==> src/rtl/spi_8bits_rx_pkg.sv <==
// Shared SPI types and widths; the master transmitter reuses DATA_W and BITCNT_W.
`timescale 1ns/1ps
package spi_pkg;
    typedef enum logic [1:0] {IDLE, SHIFT, LOAD} spi_rx_state_t;
    localparam int DATA_W   = 8;
    localparam int BITCNT_W = 3;
endpackage

==> src/rtl/spi_8bits_rx_if.sv <==
// Received-byte stream: holding register contents plus valid/ready handshake.
`timescale 1ns/1ps
interface spi_8bits_rx_if;
    import spi_pkg::*;
    logic [DATA_W-1:0] rx_data;
    logic              rx_valid;
    logic              rx_ready;

    modport master (output rx_data, output rx_valid, input rx_ready);
    modport slave  (input rx_data, input rx_valid, output rx_ready);
endinterface

==> src/rtl/spi_8bits_rx_sync.sv <==
// N-flop synchroniser for one asynchronous pin; reset value is a parameter.
`timescale 1ns/1ps
module spi_sync #(
    parameter int   N       = 2,
    parameter logic RST_VAL = 1'b0
) (
    input  logic clk,
    input  logic rst,
    input  logic d,
    output logic q
);
    logic [N-1:0] ff;

    always_ff @(posedge clk or negedge rst) begin
        if (!rst) ff <= {N{RST_VAL}};
        else      ff <= {ff[N-2:0], d};
    end

    assign q = ff[N-1];
endmodule

==> src/rtl/spi_8bits_rx.sv <==
// SPI mode-0 slave receiver: oversampled pins, 8-bit deserialiser, valid/ready holding register.
// Latency SYNC_STAGES+2 clk from 8th sclk rise to rx_valid; a full holding register drops the new byte (overrun).
`timescale 1ns/1ps
module spi_8bits_rx
    import spi_pkg::*;
#(
    parameter int SYNC_STAGES = 2
) (
    input  logic                 clk,
    input  logic                 rst,
    input  logic                 sclk,
    input  logic                 cs,
    input  logic                 mosi,
    spi_8bits_rx_if.master       rx,
    output logic                 frame_err,
    output logic                 overrun,
    output logic                 busy
);
    logic sclk_s, cs_s, mosi_s, sclk_d, rise;

    spi_sync #(.N(SYNC_STAGES), .RST_VAL(1'b1)) u_sync_cs   (.clk(clk), .rst(rst), .d(cs),   .q(cs_s));
    spi_sync #(.N(SYNC_STAGES), .RST_VAL(1'b0)) u_sync_sclk (.clk(clk), .rst(rst), .d(sclk), .q(sclk_s));
    spi_sync #(.N(SYNC_STAGES), .RST_VAL(1'b0)) u_sync_mosi (.clk(clk), .rst(rst), .d(mosi), .q(mosi_s));

    always_ff @(posedge clk or negedge rst) begin
        if (!rst) sclk_d <= 1'b0;
        else      sclk_d <= sclk_s;
    end

    assign rise = sclk_s & ~sclk_d;

    spi_rx_state_t        state;
    logic [BITCNT_W-1:0]  bit_cnt;
    logic [DATA_W-1:0]    shift_reg;

    always_ff @(posedge clk or negedge rst) begin
        if (!rst) begin
            state       <= IDLE;
            bit_cnt     <= '0;
            shift_reg   <= '0;
            rx.rx_data  <= '0;
            rx.rx_valid <= 1'b0;
            frame_err   <= 1'b0;
            overrun     <= 1'b0;
            busy        <= 1'b0;
        end else begin
            frame_err <= 1'b0;
            overrun   <= 1'b0;
            // A LOAD in this same cycle overrides this clear.
            if (rx.rx_valid && rx.rx_ready) rx.rx_valid <= 1'b0;

            case (state)
                IDLE: begin
                    bit_cnt <= '0;
                    if (!cs_s) begin
                        state <= SHIFT;
                        busy  <= 1'b1;
                    end
                end
                SHIFT: begin
                    if (cs_s) begin
                        // cs wins over a coincident rise; any partial byte is discarded.
                        state     <= IDLE;
                        busy      <= 1'b0;
                        bit_cnt   <= '0;
                        shift_reg <= '0;
                        frame_err <= (bit_cnt != '0);
                    end else if (rise) begin
                        shift_reg <= {shift_reg[DATA_W-2:0], mosi_s};
                        bit_cnt   <= bit_cnt + 1'b1;
                        if (bit_cnt == BITCNT_W'(DATA_W - 1)) state <= LOAD;
                    end
                end
                LOAD: begin
                    if (!rx.rx_valid || rx.rx_ready) begin
                        rx.rx_data  <= shift_reg;
                        rx.rx_valid <= 1'b1;
                    end else begin
                        overrun <= 1'b1;
                    end
                    bit_cnt <= '0;
                    state   <= cs_s ? IDLE : SHIFT;
                    busy    <= ~cs_s;
                end
                default: begin
                    state <= IDLE;
                    busy  <= 1'b0;
                end
            endcase
        end
    end
endmodule
==> src/flat_wrapper.sv <==
// flat-port wrapper written by rule: the top's interface ports become plain ports
module spi_8bits_rx_flat import spi_pkg::*;
#(
    parameter int SYNC_STAGES = 2
)
  (clk, rst, sclk, cs, mosi, frame_err, overrun, busy, rx_rx_data, rx_rx_valid, rx_rx_ready);
  spi_8bits_rx_if rx_i ();
  input  logic clk;
  input  logic rst;
  input  logic sclk;
  input  logic cs;
  input  logic mosi;
  output logic frame_err;
  output logic overrun;
  output logic busy;
  output wire logic [$bits(rx_i.rx_data)-1:0] rx_rx_data;
  output wire logic [$bits(rx_i.rx_valid)-1:0] rx_rx_valid;
  input wire logic [$bits(rx_i.rx_ready)-1:0] rx_rx_ready;
  assign rx_rx_data = rx_i.rx_data;
  assign rx_rx_valid = rx_i.rx_valid;
  assign rx_i.rx_ready = rx_rx_ready;
  spi_8bits_rx #(.SYNC_STAGES(SYNC_STAGES)) u_core (.clk(clk), .rst(rst), .sclk(sclk), .cs(cs), .mosi(mosi), .rx(rx_i), .frame_err(frame_err), .overrun(overrun), .busy(busy));
endmodule
==> config.mk <==
export PLATFORM = sky130hd
export DESIGN_NAME = spi_8bits_rx_flat
export DESIGN_NICKNAME = d
export VERILOG_FILES = /design/src/rtl/spi_8bits_rx_pkg.sv /design/src/rtl/spi_8bits_rx_if.sv /design/src/rtl/spi_8bits_rx_sync.sv /design/src/rtl/spi_8bits_rx.sv /design/src/flat_wrapper.sv
export SDC_FILE = /design/constraint.sdc
export NUM_CORES = 1
export LEC_CHECK = 0
export ABC_AREA = 1
export ABC_CLOCK_PERIOD_IN_PS = 2900
export CORE_ASPECT_RATIO = 1.25
export CORE_MARGIN = 2
export CORE_UTILIZATION = 30
export DETAILED_ROUTE_END_ITERATION = 8
export GPL_ROUTABILITY_DRIVEN = 1
export HOLD_SLACK_MARGIN = 0.06
export MAX_ROUTING_LAYER = met4
export PLACE_DENSITY = 0.45
export SLEW_MARGIN = 20
export SYNTH_ARGS = -nofsm -noshare
export SYNTH_HDL_FRONTEND = slang
export SYNTH_HIERARCHICAL = 1
export SYNTH_SLANG_ARGS = --single-unit
==> constraint.sdc <==
create_clock -name clk -period 2.9 [get_ports clk]
set_clock_uncertainty 0.1 [all_clocks]
set_input_delay 0.29 -clock clk [delete_from_list [all_inputs] [get_ports clk]]
set_output_delay 0.29 -clock clk [all_outputs]
set_load 0.01 [all_outputs]
==> results of run 1 <==
## path summary, 6_finish.rpt
kind                                                         start  depth (start not counted)                            endpoint
worst max-delay path              u_core/rx.rx_data[7]$_DFFE_PN0P_                          1                       rx_rx_data[7]
worst min-delay path            u_core/u_sync_mosi/ff[0]$_DFF_PN0_                          0  u_core/u_sync_mosi/ff[1]$_DFF_PN0_
worst max register to register         u_core/state[0]$_DFFE_PN0P_                          5       u_core/bit_cnt[2]$_DFFE_PN0P_
worst min register to register  u_core/u_sync_mosi/ff[0]$_DFF_PN0_                          0  u_core/u_sync_mosi/ff[1]$_DFF_PN0_
max in group asynchronous                                      rst                          2    u_core/u_sync_cs/ff[0]$_DFF_PN1_
min in group asynchronous                                      rst                          2        u_core/rx.rx_valid$_DFF_PN0_
## through the flow
| stage | total power, mW | utilization [%] |
|---|---|---|
| after CTS | 0.897 | 38.6 |
| final | 0.882 | 38.6 |
| after detailed placement | 0.542 | 36.3 |
| after global placement | 0.542 | 36.3 |
| after global routing | 0.922 | 38.6 |
| after floorplan | 0.521 | - |
## cell usage in the layout, fill, tap and decap left out, drive strengths merged
| cell type | count |
|---|---|
| a211oi | 1 |
| buf | 1 |
| clkbuf | 6 |
| clkdlybuf4s50 | 17 |
| clkinv | 2 |
| dfrtp | 30 |
| dfstp | 2 |
| ha | 3 |
| inv | 11 |
| nand2 | 46 |
| nand3 | 23 |
| nor2 | 4 |
| o21ai | 1 |
| or2 | 1 |
## layout make-up
type                    count  area (um2)
repair buffers             18         178
multi-input cells          79         394
clock buffers               6        82.6
inverters                  11        43.8
well taps                  56        70.1
fillers                   440        2520
flip-flops and latches     32         803
clock inverters             2        10.0
## kinds of logic after synthesis
logic type	count (synthesis)	synth area share (%)
flops	32	62.4
buf+inv	16	7.00
compound gates	2	0.972
fa+ha+maj	3	2.92
simple gates	74	26.7
## routing by layer
layer	up-vias	share of wire (%)	GRT usage (%)
li1	435	-	-
met1	403	42	10.7
met2	21	50	18.1
met3	6	5.1	4.11
met4	0	2.6	5.33
met5	-	0	-
## power by group
| group | leakage (nW) | switching [mW] | internal (mW) |
|---|---|---|---|
| clock | 0.0510 | 0.160 | 0.189 |
| sequential | 0.423 | 0.0125 | 0.461 |
| combinational | 0.329 | 0.0359 | 0.0230 |
| total | 0.803 | 0.209 | 0.673 |
==> impl_metrics.sql, run 1 <==
INSERT INTO impl_metrics (metric_group, metric, value, unit) VALUES
('outcome', 'status', 'finished, final reports clean', ''),
('pwr', 'pwr_density_cell', '557', 'mW/mm2'),
('floorplanning', 'start_util', '31.4', '%'),
('timing', 'period_utilization_post_route', '53.8', '%'),
('clock_network', 'path_clk_slew', '0.06', 'ns'),
('final_layout', 'layout-drive-gt1-share', '12.8', '%'),
('yosys', 'synth_top_cell_by_area', 'sky130_fd_sc_hd__dfrtp_1', ''),
('place', 'dp_hpwl', '1510', 'um'),
('critical_path', 'worstPathCellList', 'clkdlybuf4s50_1', ''),
('yosys', 'yosys-top-cells-count', 'sky130_fd_sc_hd__nand2_1, sky130_fd_sc_hd__dfrtp_1, sky130_fd_sc_hd__nand3_1, sky130_fd_sc_hd__inv_1', ''),
('critical_path', 'worstPathBufferInverterCount', '1', ''),
('global_routing', 'antenna_found_initial', '0', ''),
('final_layout', 'syn2layout_area_growth', '22.8', '%'),
('clock_network', 'cts_root_buf', 'sky130_fd_sc_hd__clkbuf_8', ''),
('detailed_routing', 'drc', '0', ''),
('timing', 'hold_viol', '0', ''),
('critical_path', 'cpLargestDelayFamily', 'buffers and inverters', ''),
('detailed_routing', 'drt_pre_antenna_iters', '4', ''),
('clock_network', 'tritoncts', 'done', ''),
('clock_network', 'ctsHoldBuffers', '0', ''),
('floorplanning', 'fp.dieArea', '0.00484', 'mm2'),
('global_routing', 'overall_fraction_of_global_route_tracks_in_use', '10.7', '%'),
('floorplanning', 'placement_rows', '26', ''),
('clock_network', 'worstSkewPairLatency', '0.28', 'ns'),
('critical_path', 'cpPeakStageDelay', '0.54', 'ns'),
('place', 'dpl_worst_slack', '1.34', 'ns'),
('yosys', 'ys_seq_elements', '32', ''),
('place', 'detailed_place.area', '0.00149', 'mm2'),
('yosys', 'synth-edff-count', '0', ''),
('critical_path', 'critical_path_peak_fanout', '2', ''),
('critical_path', 'critPathRequiredTime', '2.51', 'ns'),
('clock_network', 'post-cts-setup-buffer-count', '0', ''),
('detailed_routing', 'route.antenna.remaining_nets', '0', ''),
('place', 'placed_cells', '196', ''),
('global_routing', 'grt_max_degree', '33', ''),
('yosys', 'postSynthCellCount', '127', ''),
('timing', 'rsz_0062_raised_after_global_routing', 'no', ''),
('timing', 'fmax', '641', 'MHz'),
('clock_network', 'cts.sink_count', '32', ''),
('timing', 'fin_tns_setup', '0', 'ns'),
('critical_path', 'ff2ff_setup_slack', '1.55', 'ns'),
('global_routing', 'gr_ovfl_total', '0', ''),
('critical_path', 'critPathSlowestCell', 'sky130_fd_sc_hd__clkdlybuf4s50_1', ''),
('critical_path', 'timing.critical_path.from_type', 'register', ''),
('detailed_routing', 'vias', '865', ''),
('timing', 'final-max-slew-violation-count', '0', ''),
('hold_path', 'holdCritPathClass', 'reg -> reg', ''),
('detailed_routing', 'dr.first_iter.drc_count', '28', ''),
('timing', 'final_worst_path_period_need', '1.56', 'ns'),
('yosys', 'ys_warn_count', '6', ''),
('yosys', 'synth_flop_cell', 'sky130_fd_sc_hd__dfrtp_1', ''),
('critical_path', 'timing.critical_path.arrival', '1.17', 'ns'),
('floorplanning', 'die_x', '62.6', 'um'),
('yosys', 'synth-async-reset-ratio', '100', '%'),
('yosys', 'yosys-top-cells-area', 'sky130_fd_sc_hd__dfrtp_1, sky130_fd_sc_hd__nand2_1, sky130_fd_sc_hd__nand3_1', ''),
('final_layout', 'postLayoutCellArea', '0.00158', 'mm2'),
('final_layout', 'diodes', '0', ''),
('yosys', 'synth_seq_area_share', '62.4', '%'),
('flow_run', 'cap_viol_max_count', '0', ''),
('clock_network', 'cts_inserted_buffers', '5', ''),
('timing', 'slew_headroom', '73.1', '%'),
('place', 'finalWeightedCongestion', '0.710', ''),
('timing', 'finalHoldWorstSlack', '0.250', 'ns'),
('detailed_routing', 'via_per_inst', '4.24', ''),
('timing', 'tightest_slew', '0.403', 'ns'),
('floorplanning', 'die_h', '77.2', 'um'),
('floorplanning', 'io-pin-count', '18', ''),
('yosys', 'synth_area_per_cell', '10.1', 'um2'),
('detailed_routing', 'wl_per_cell', '10.5', 'um'),
('global_routing', 'grt_pass1_vias', '884', ''),
('timing', 'setup_viol', '0', '');
Note: power is estimated with default switching activity, not from simulation.
==> run 2: changes to the inputs <==
--- a/config.mk
+++ b/config.mk
@@ -6,7 +6,7 @@
 export NUM_CORES = 1
 export LEC_CHECK = 0
 export ABC_AREA = 1
-export ABC_CLOCK_PERIOD_IN_PS = 2900
+export ABC_CLOCK_PERIOD_IN_PS = 1600
 export CORE_ASPECT_RATIO = 1.25
 export CORE_MARGIN = 2
 export CORE_UTILIZATION = 30
==> constraint.sdc (replaced) <==
create_clock -name clk -period 1.6 [get_ports clk]
set_clock_uncertainty 0.1 [all_clocks]
set_input_delay 0.16 -clock clk [delete_from_list [all_inputs] [get_ports clk]]
set_output_delay 0.16 -clock clk [all_outputs]
set_load 0.01 [all_outputs]
==> run 2 against run 1 <==
  * Count of clock-buffer cells in the layout is the same
  * Wire length grew 4.4%
  * Worst setup slack lost 1.2 ns
  * Cell count is the same
  * Via count grew 0.92%
  * Sequential share of layout area shrank 0.40 points
  * Sequential cell count is the same
  * Combinational power grew 88%
  * Final area grew 0.79%
  * Sequential power grew 81%
  * Hold slack lost 0.11 ns
  * Power grew 82%
  * Critical endpoint unchanged
  * Largest cell class unchanged
  * Largest power group unchanged
==> impl_metrics.sql, run 2 (synthesized netlist as in run 1, its figures left out) <==
INSERT INTO impl_metrics (metric_group, metric, value, unit) VALUES
('critical_path', 'timing.rr.end', 'u_core/bit_cnt[2]$_DFFE_PN0P_', ''),
('timing', 'fin_tns_setup', '0', 'ns'),
('outcome', 'status', 'finished, final reports clean', ''),
('global_routing', 'grt_first_pass_wirelength', '4120', 'um'),
('clock_network', 'ctsHtreeMaxLevel', '2', ''),
('clock_network', 'ctsResizeCount', '0', ''),
('pwr', 'pwr-share-comb', '6.9', '%'),
('critical_path', 'cpPeakStageDelay', '0.54', 'ns'),
('detailed_routing', 'route.antenna.remaining_nets', '0', ''),
('final_layout', 'syn2layout_area_growth', '23.8', '%'),
('global_routing', 'grt_max_degree', '33', ''),
('floorplanning', 'fp.dieArea', '0.00484', 'mm2'),
('flow_run', 'cap_viol_max_count', '0', ''),
('place', 'port-buffer-count', '17', ''),
('place', 'finalWeightedCongestion', '0.748', ''),
('final_layout', 'diodes', '0', ''),
('clock_network', 'post-cts-setup-buffer-count', '0', ''),
('pwr', 'power', '1.60', 'mW'),
('detailed_routing', 'drt_pre_antenna_iters', '4', ''),
('clock_network', 'worstSkewPairLatency', '0.28', 'ns'),
('pwr', 'p_leak', '0.808', 'nW'),
('timing', 'rsz_0062_raised_after_global_routing', 'no', ''),
('clock_network', 'cts_inserted_buffers', '5', ''),
('place', 'dp_hpwl', '1530', 'um'),
('detailed_routing', 'vias', '873', ''),
('timing', 'final-max-slew-violation-count', '0', ''),
('pwr', 'p_int', '1.22', 'mW'),
('final_layout', 'finalNonFillerCells', '204', ''),
('detailed_routing', 'wl_per_cell', '11.0', 'um'),
('clock_network', 'cts.sink_count', '32', ''),
('clock_network', 'ctsHoldBuffers', '0', ''),
('floorplanning', 'core-area', '0.00410', 'mm2'),
('global_routing', 'gr_ovfl_total', '0', ''),
('final_layout', 'postLayoutCellArea', '0.00159', 'mm2'),
('timing', 'fmax', '695', 'MHz'),
('critical_path', 'critPathSlowestCell', 'sky130_fd_sc_hd__clkdlybuf4s50_1', ''),
('place', 'placed_cells', '196', ''),
('critical_path', 'timing.critical_path.from_type', 'register', ''),
('critical_path', 'cpLargestDelayFamily', 'buffers and inverters', ''),
('critical_path', 'critical_path_peak_fanout', '2', ''),
('detailed_routing', 'via_per_inst', '4.28', ''),
('critical_path', 'worst_setup_path_end_kind', 'output port', ''),
('pwr', 'worst_ir_drop_on_vdd', '467', 'uV'),
('floorplanning', 'placement_rows', '26', ''),
('final_layout', 'layout_commonest_cell', 'sky130_fd_sc_hd__nand2_1', ''),
('critical_path', 'worstPathBufferInverterCount', '1', ''),
('timing', 'period_utilization_post_route', '89.9', '%'),
('final_layout', 'fillerInstances', '442', ''),
('critical_path', 'worstSetupPathType', 'reg -> out', ''),
('floorplanning', 'start_util', '31.4', '%'),
('critical_path', 'worst_r2r_src', 'u_core/state[0]$_DFFE_PN0P_', ''),
('critical_path', 'timing.reg2reg.worst_path_depth', '5', ''),
('critical_path', 'critPathRequiredTime', '1.34', 'ns'),
('pwr', 'share_seq_of_total_power', '53.5', '%'),
('clock_network', 'path_clk_slew', '0.06', 'ns'),
('pwr', 'switching_share', '23.8', '%'),
('detailed_routing', 'drc', '0', ''),
('global_routing', 'overall_fraction_of_global_route_tracks_in_use', '11.4', '%'),
('final_layout', 'design.final.nets', '156', ''),
('final_layout', 'layout_common_cells', 'sky130_fd_sc_hd__nand2_1, sky130_fd_sc_hd__dfrtp_1, sky130_fd_sc_hd__nand3_1', ''),
('clock_network', 'tritoncts', 'done', ''),
('clock_network', 'cts_root_buf', 'sky130_fd_sc_hd__clkbuf_8', ''),
('place', 'detailed_place.area', '0.00150', 'mm2'),
('hold_path', 'holdCritPathClass', 'in -> async', ''),
('timing', 'tightest_slew', '0.391', 'ns'),
('place', 'dpl_worst_slack', '0.150', 'ns'),
('critical_path', 'ff2ff_setup_slack', '0.22', 'ns'),
('critical_path', 'worstPathCellList', 'clkdlybuf4s50_1', ''),
('floorplanning', 'die_h', '77.2', 'um'),
('final_layout', 'layout-drive-gt1-share', '12.8', '%'),
('global_routing', 'grt_pass1_vias', '899', ''),
('clock_network', 'cts_buffer_depth', '2', ''),
('pwr', 'pwr_density_cell', '1010', 'mW/mm2'),
('timing', 'setup_viol', '0', ''),
('critical_path', 'timing.critical_path.arrival', '1.18', 'ns'),
('timing', 'hold_viol', '0', ''),
('timing', 'slew_headroom', '73.9', '%'),
('timing', 'final_worst_path_period_need', '1.44', 'ns'),
('global_routing', 'antenna_found_initial', '0', ''),
('floorplanning', 'die_x', '62.6', 'um'),
('detailed_routing', 'dr.first_iter.drc_count', '44', ''),
('timing', 'postLayoutSetupSlackWorst', '0.162', 'ns'),
('detailed_routing', 'drt-total-wl', '2250', 'um'),
('pwr', 'switching_power', '0.382', 'mW'),
('pwr', 'power_frac_clock', '39.6', '%'),
('floorplanning', 'io-pin-count', '18', '');
-- run 2: worst max path at each step --
stage / slack [ns] / endpoint / depth (start not counted) / from
6_report: 0.16 / rx_rx_data[7] / 1 / u_core/rx.rx_data[7]$_DFFE_PN0P_
5_1_grt: 0.11 / rx_rx_data[1] / 1 / u_core/rx.rx_data[1]$_DFFE_PN0P_
4_1_cts: 0.14 / rx_rx_data[7] / 1 / u_core/rx.rx_data[7]$_DFFE_PN0P_
3_5_place_dp: 0.15 / u_core/rx.rx_data[7]$_DFFE_PN0P_ / 6 / rx_rx_ready
3_3_place_gp: 0.18 / u_core/rx.rx_data[0]$_DFFE_PN0P_ / 6 / rx_rx_ready
2_1_floorplan: 0.44 / u_core/bit_cnt[0]$_DFFE_PN0P_ / 6 / u_core/u_sync_cs/ff[1]$_DFF_PN1_
-- run 2: per-stage QoR --
step	util (%)	hold WS, ns
after floorplan	-	-0.236
after global placement	36.6	0.235
after detailed placement	36.6	0.237
after CTS	38.9	0.141
after global routing	38.9	0.151
final	38.9	0.137
-- run 2: cell type report --
cell class                      count  area [um2]  share of cell area [%]
Tap cell                           56        70.1                    4.40
Clock inverter                      2        10.0                   0.628
Clock buffer                        6        82.6                    5.18
Timing Repair Buffer               18         190                    11.9
Inverter                           11        43.8                    2.75
Multi-Input combinational cell     79         394                    24.7
Sequential cell                    32         803                    50.4
-- run 2: power groups by stage --
stage	logic, mW	clock network, mW	registers (mW)
5_1_grt	0.126	0.699	0.863
4_1_cts	0.115	0.664	0.858
3_3_place_gp	0.113	0	0.873
6_report	0.111	0.636	0.859
3_5_place_dp	0.114	0	0.873
2_1_floorplan	0.0802	0	0.865
-- run 2: layer usage --
metal / vias to the layer above / track usage [%] / part of all wire, %
met1: 412 / 12.4 / 43
li1: 435 / - / -
met2: 21 / 18.3 / 50
met5: - / - / 0
met4: 0 / 5.33 / 2.2
met3: 5 / 4.69 / 4.6
-- run 2: worst register-to-register path: cells and delay by family, from the launching register on --
kind | cells | cell delay (ns)
buffers and inverters | 1 | 0.06
flip-flops | 1 | 0.54
AND/OR/NAND/NOR | 4 | 0.57
==> run 3: changes to the inputs <==
--- a/config.mk
+++ b/config.mk
@@ -10,6 +10,7 @@
 export CORE_ASPECT_RATIO = 1.25
 export CORE_MARGIN = 2
 export CORE_UTILIZATION = 30
+export CTS_CLUSTER_SIZE = 14
 export DETAILED_ROUTE_END_ITERATION = 8
 export GPL_ROUTABILITY_DRIVEN = 1
 export HOLD_SLACK_MARGIN = 0.06
==> results of run 3 <==
Same layout as run 2: the final DEF is identical, and so are final timing and power.
